==> src/rtl/key_debouncer_pkg.sv <==
// Shared types and helpers for the key_debouncer push-button conditioner.
// Holds the per-channel FSM state type and a counter width helper.
package key_debouncer_pkg;

  typedef enum logic [1:0] {
    IDLE    = 2'd0,
    PRESSED = 2'd1,
    HELD    = 2'd2
  } key_state_t;

  // Bits needed to hold 0..max_val, never less than one bit.
  function automatic int cnt_width(input int max_val);
    return (max_val < 1) ? 1 : $clog2(max_val + 1);
  endfunction

endpackage

==> src/rtl/key_debounce_ch.sv <==
// One debounce channel: 3-flop synchroniser, stability counter, IDLE/PRESSED/HELD FSM.
// Strobes are registered and appear the cycle after the deciding tick; no backpressure.
module key_debounce_ch
  import key_debouncer_pkg::*;
#(
  parameter int STABLE_N     = 8,
  parameter int LONG_TICKS   = 1000,
  parameter int REPEAT_TICKS = 200
) (
  input  logic CLK,
  input  logic XRST,
  input  logic xdin,
  input  logic tick,
  output logic level,
  output logic press_stb,
  output logic release_stb,
  output logic long_stb,
  output logic repeat_stb
);

  localparam int SW = cnt_width(STABLE_N);
  localparam int HW = cnt_width(LONG_TICKS);
  localparam int RW = cnt_width(REPEAT_TICKS);
  localparam logic [SW-1:0] STABLE_C = SW'(STABLE_N);
  localparam logic [HW-1:0] LONG_C   = HW'(LONG_TICKS);
  localparam logic [RW-1:0] REPEAT_C = RW'(REPEAT_TICKS);

  logic [2:0]    sync_q;
  key_state_t    state, state_nxt;
  logic [SW-1:0] stab_cnt, stab_nxt, stab_inc;
  logic [HW-1:0] hold_cnt, hold_nxt, hold_inc;
  logic [RW-1:0] rep_cnt, rep_nxt, rep_inc;
  logic          level_nxt, press_nxt, release_nxt, long_nxt, repeat_nxt;
  logic          sample, accept;

  assign sample   = ~sync_q[2];
  assign stab_inc = stab_cnt + SW'(1);
  assign hold_inc = hold_cnt + HW'(1);
  assign rep_inc  = rep_cnt + RW'(1);
  assign accept   = tick && (sample != level) && (stab_inc == STABLE_C);

  always_ff @(posedge CLK or negedge XRST) begin
    if (!XRST) begin
      sync_q      <= 3'b111;
      state       <= IDLE;
      stab_cnt    <= '0;
      hold_cnt    <= '0;
      rep_cnt     <= '0;
      level       <= 1'b0;
      press_stb   <= 1'b0;
      release_stb <= 1'b0;
      long_stb    <= 1'b0;
      repeat_stb  <= 1'b0;
    end else begin
      sync_q      <= {sync_q[1:0], xdin};
      state       <= state_nxt;
      stab_cnt    <= stab_nxt;
      hold_cnt    <= hold_nxt;
      rep_cnt     <= rep_nxt;
      level       <= level_nxt;
      press_stb   <= press_nxt;
      release_stb <= release_nxt;
      long_stb    <= long_nxt;
      repeat_stb  <= repeat_nxt;
    end
  end

  always_comb begin
    state_nxt   = state;
    stab_nxt    = stab_cnt;
    hold_nxt    = hold_cnt;
    rep_nxt     = rep_cnt;
    level_nxt   = level;
    press_nxt   = 1'b0;
    release_nxt = 1'b0;
    long_nxt    = 1'b0;
    repeat_nxt  = 1'b0;
    if (tick) begin
      if (sample == level || accept) begin
        stab_nxt = '0;
      end else begin
        stab_nxt = stab_inc;
      end
      if (accept) begin
        level_nxt = sample;
      end
      // An accepted release pre-empts a LONG or REPEAT threshold on the same tick.
      case (state)
        IDLE: begin
          if (accept && sample) begin
            state_nxt = PRESSED;
            hold_nxt  = '0;
            press_nxt = 1'b1;
          end
        end
        PRESSED: begin
          if (accept && !sample) begin
            state_nxt   = IDLE;
            release_nxt = 1'b1;
          end else if (hold_cnt < LONG_C) begin
            hold_nxt = hold_inc;
            if (hold_inc == LONG_C) begin
              state_nxt = HELD;
              long_nxt  = 1'b1;
              rep_nxt   = '0;
            end
          end
        end
        HELD: begin
          if (accept && !sample) begin
            state_nxt   = IDLE;
            release_nxt = 1'b1;
          end else if (rep_cnt < REPEAT_C) begin
            rep_nxt = rep_inc;
            if (rep_inc == REPEAT_C) begin
              repeat_nxt = 1'b1;
              rep_nxt    = '0;
            end
          end
        end
        default: state_nxt = IDLE;
      endcase
    end
  end

endmodule

==> src/rtl/key_debouncer.sv <==
// Multi-channel push-button conditioner: shared sample-tick prescaler plus N_CH channels.
// Press/release strobes lag the pin by about STABLE_N ticks plus 4 clocks; no backpressure.
module key_debouncer
  import key_debouncer_pkg::*;
#(
  parameter int N_CH         = 4,
  parameter int TICK_DIV     = 100000,
  parameter int STABLE_N     = 8,
  parameter int LONG_TICKS   = 1000,
  parameter int REPEAT_TICKS = 200
) (
  input  logic            CLK,
  input  logic            XRST,
  input  logic [N_CH-1:0] XDIN,
  output logic [N_CH-1:0] LEVEL,
  output logic [N_CH-1:0] PRESS,
  output logic [N_CH-1:0] RELEASE,
  output logic [N_CH-1:0] LONG,
  output logic [N_CH-1:0] REPEAT
);

  localparam int PW = cnt_width(TICK_DIV - 1);
  localparam logic [PW-1:0] DIV_LAST = PW'(TICK_DIV - 1);

  logic [PW-1:0] div_cnt;
  logic          tick;

  assign tick = (div_cnt == DIV_LAST);

  always_ff @(posedge CLK or negedge XRST) begin
    if (!XRST) begin
      div_cnt <= '0;
    end else if (tick) begin
      div_cnt <= '0;
    end else begin
      div_cnt <= div_cnt + PW'(1);
    end
  end

  for (genvar g = 0; g < N_CH; g++) begin : g_ch
    key_debounce_ch #(
      .STABLE_N    (STABLE_N),
      .LONG_TICKS  (LONG_TICKS),
      .REPEAT_TICKS(REPEAT_TICKS)
    ) u_ch (
      .CLK        (CLK),
      .XRST       (XRST),
      .xdin       (XDIN[g]),
      .tick       (tick),
      .level      (LEVEL[g]),
      .press_stb  (PRESS[g]),
      .release_stb(RELEASE[g]),
      .long_stb   (LONG[g]),
      .repeat_stb (REPEAT[g])
    );
  end

endmodule
==> config.mk <==
export PLATFORM = sky130hd
export DESIGN_NAME = key_debouncer
export DESIGN_NICKNAME = d
export VERILOG_FILES = /design/src/rtl/key_debouncer_pkg.sv /design/src/rtl/key_debounce_ch.sv /design/src/rtl/key_debouncer.sv
export SDC_FILE = /design/constraint.sdc
export NUM_CORES = 1
export LEC_CHECK = 0
export BUFFER_PORTS_ARGS = -buffer_cell sky130_fd_sc_hd__buf_4
export CAP_MARGIN = 20
export CORE_ASPECT_RATIO = 1.4
export CORE_UTILIZATION = 60
export DETAILED_ROUTE_END_ITERATION = 10
export PLACE_DENSITY_LB_ADDON = 0.3
export SLEW_MARGIN = 15
export SYNTH_ARGS = -nofsm -noshare
export SYNTH_HDL_FRONTEND = slang
export SYNTH_HIERARCHICAL = 1
export SYNTH_SLANG_ARGS = --single-unit
==> constraint.sdc <==
create_clock -name CLK -period 4.8 [get_ports CLK]
set_input_delay 0.24 -clock CLK [delete_from_list [all_inputs] [get_ports CLK]]
set_output_delay 0.24 -clock CLK [all_outputs]
set_load 0.02 [all_outputs]
==> run metrics <==
outcome finished, final reports clean; Iter 0 DRT Violations 376; Post-DRT Antenna Nets 0; ys flop type dfrtp_1; GR Util All Layers 25.5%; reg2reg path depth 9; # Max-Cap Violations 0; leak pwr 0.00386 µW; crit path DAT 3880 ps; initial antenna violation count 0; final worst slack 1220 ps; Via density 6.31; RR Startpoint div_cnt[11]; Critical Setup Path Class flip-flop to flip-flop; Crit-path slowest cell or4_1; drt first pass iters 7; # IOs 26; Crit. End Element flip-flop; register clock-pin slew on the reported worst setup and hold paths 60 ps; vias in the first global route 6713; pin count of the biggest net entering global routing 113; Clock Latency Late Sink 430 ps; CP Launch Type flip-flop; drt total wl 17400 µm; die footprint 14800 µm²; Synth Cell Area 8580 µm²; CP top delay family simple AND/OR/NAND/NOR gates; # rows 51; Worst VDD drop 0.244 mV; Num Clock Sinks 145; CP Data Required Time 5110 ps; Worst setup startpoint div_cnt[11]; # port buffers 25; area grow syn2layout 10.7%; GRT overflow 0; FMAX 280 MHz; post-synth cell types 78; ys async rst share 100%; worst hold path class input pin to asynchronous set/reset pin; post-layout min period 3580 ps; reg2reg end g_ch[2].u_ch/rep_cnt[4]; fin nets 942; critical path cell sequence or4_1 > or4_4 > nor4_4 > buf_4 > inv_1 > nor4b_4 > or3_1 > nor2_4 > a32o_1; register area share after synthesis 42.5%; post-route setup TNS 0 ps; Final Skew 6.74 ps; overall power 2680 µW; first-pass GRT wire length 30000 µm; placed cell area 8790 µm²; slowest stage delay, CP 540 ps; Max FO, Critical Path 29; final max-slew violation count 0; critical path buffer and inverter count 2; fin crit share 74.5%; via count 6972; worst-case clock buffer depth 2; Post-DP HPWL 11600 µm; flip-flop and latch count after synthesis 145; Power Dens Cells 283 nW/µm²; Resized cells post-CTS 0; Synth Instances 898; number of cells on the critical path 9; share of layout cells above drive strength 1 12.6%; root buffer cell clkbuf_16; DIE WIDTH 103 µm; setup violators final 0; Initial Util 61.7%; Critical Path Sink g_ch[2].u_ch/rep_cnt[4]; Worst Tran Pin Value 608 ps; post-place setup slack 1260 ps; TritonCTS Buffers 17; design area 9500 µm²; synthesized net count 933; GP Congestion 0.847; commonest non-fill, non-tap cells in the layout 133 x dfrtp_1, 87 x nand2_1, 71 x nor2_1, 44 x nand3_1, 44 x o21ai_0; max_slew headroom 59.1%; Syn Area/Cell 9.56 µm²; Core Footprint 13900 µm²; drc violations 0; final hold vios 0; CTS tree yes; Antenna Cells 0; reg2reg setup slack 1220 ps; commonest non-fill, non-tap cell in the layout dfrtp_1; CTS HTree Levels 4; YS warnings 6; Post-synth EDFFs 0; Worst Hold Margin 300 ps; Die H 144 µm; routed len/inst 15.8 µm; unrepaired setup endpoints after global routing no
-- where the power goes --
| group | internal (µW) | total, µW | switching (µW) | leakage, µW |
|---|---|---|---|---|
| registers | 1230 | 1240 | 3.48 | 0.00197 |
| clock network | 910 | 1410 | 498 | 0.000303 |
| logic | 11.7 | 39.9 | 28.1 | 0.00159 |
-- area by class of cell --
| class | count | area, µm² |
|---|---|---|
| Multi-Input combinational cell | 665 | 4530 |
| Inverter | 43 | 161 |
| Timing Repair Buffer | 35 | 299 |
| Sequential cell | 145 | 3640 |
| Tap cell | 185 | 231 |
| Fill cell | 1110 | 4410 |
| Clock buffer | 23 | 478 |
| Clock inverter | 9 | 154 |
-- metrics by stage --
step / std cells / util (%)
6_report: 1105 / 68.3
5_1_grt: 1105 / 68.3
4_1_cts: 1103 / 68.0
3_5_place_dp: 1067 / 63.2
3_3_place_gp: 1067 / 63.2
2_1_floorplan: 898 / -
-- worst min-delay path by stage --
| stage | start | end | slack (ps) | cells past startpoint |
|---|---|---|---|---|
| finish | XRST | g_ch[2].u_ch/rep_cnt[1] | 300 | 2 |
| global route | XRST | g_ch[2].u_ch/press_stb | 360 | 2 |
| CTS | XRST | g_ch[2].u_ch/rep_cnt[7] | 9 | 1 |
| detailed placement | g_ch[0].u_ch/sync_q[0] | g_ch[0].u_ch/sync_q[1] | 350 | 0 |
| global placement | g_ch[2].u_ch/sync_q[1] | g_ch[2].u_ch/sync_q[2] | 350 | 0 |
| floorplan | XRST | div_cnt[0] | -60 | 0 |
-- synthesized netlist by cell type (all sizes together) (17+ instances only) --
cell type  instances  share of area (%)
dfrtp            133                 39
nand2             87                3.8
nor2              74                3.5
o21ai             52                3.0
nand3             44                2.6
inv               43                1.9
a31oi             33                2.4
ha                29                4.2
clkbuf            23                1.0
xnor2             23                2.4
a211o             22                2.2
buf               22                1.8
nand4             22                1.6
a32o              21                2.4
a21oi             19                1.1
o31ai             17                1.5
-- registers in the layout (all words and copies together), names as in the netlist --
register               cells
g_ch.u_ch/long_stb         4
g_ch.u_ch/hold_cnt        40
g_ch.u_ch/press_stb        4
g_ch.u_ch/level            4
g_ch.u_ch/sync_q          12
g_ch.u_ch/release_stb      4
div_cnt                   17
g_ch.u_ch/state            8
g_ch.u_ch/stab_cnt        16
g_ch.u_ch/repeat_stb       4
g_ch.u_ch/rep_cnt         32
-- cell families (layout without fill, tap and decap cells) --
family | Yosys count | count (layout) | synth area share, %
flops | 145 | 145 | 42.5
simple gates | 333 | 333 | 20.7
mux | 18 | 18 | 2.23
xor+xnor | 35 | 35 | 3.66
compound gates | 250 | 250 | 21.9
buf+inv | 88 | 110 | 4.74
fa+ha+maj | 29 | 29 | 4.23
-- routing by layer --
layer / global-route usage, % / routed length, µm / vias to the layer above
li1: - / - / 3376
met1: 30.7 / 7390 / 3390
met2: 44.0 / 9040 / 172
met3: 4.18 / 634 / 34
met4: 12.3 / 357 / 0
met5: 0 / 0 / -
-- what timing repair did --
action,in CTS,in global routing
hold endpoints to repair,4,37
buffers inserted,0,0
hold buffers,4,1
Power figures use the tool's default switching activity.
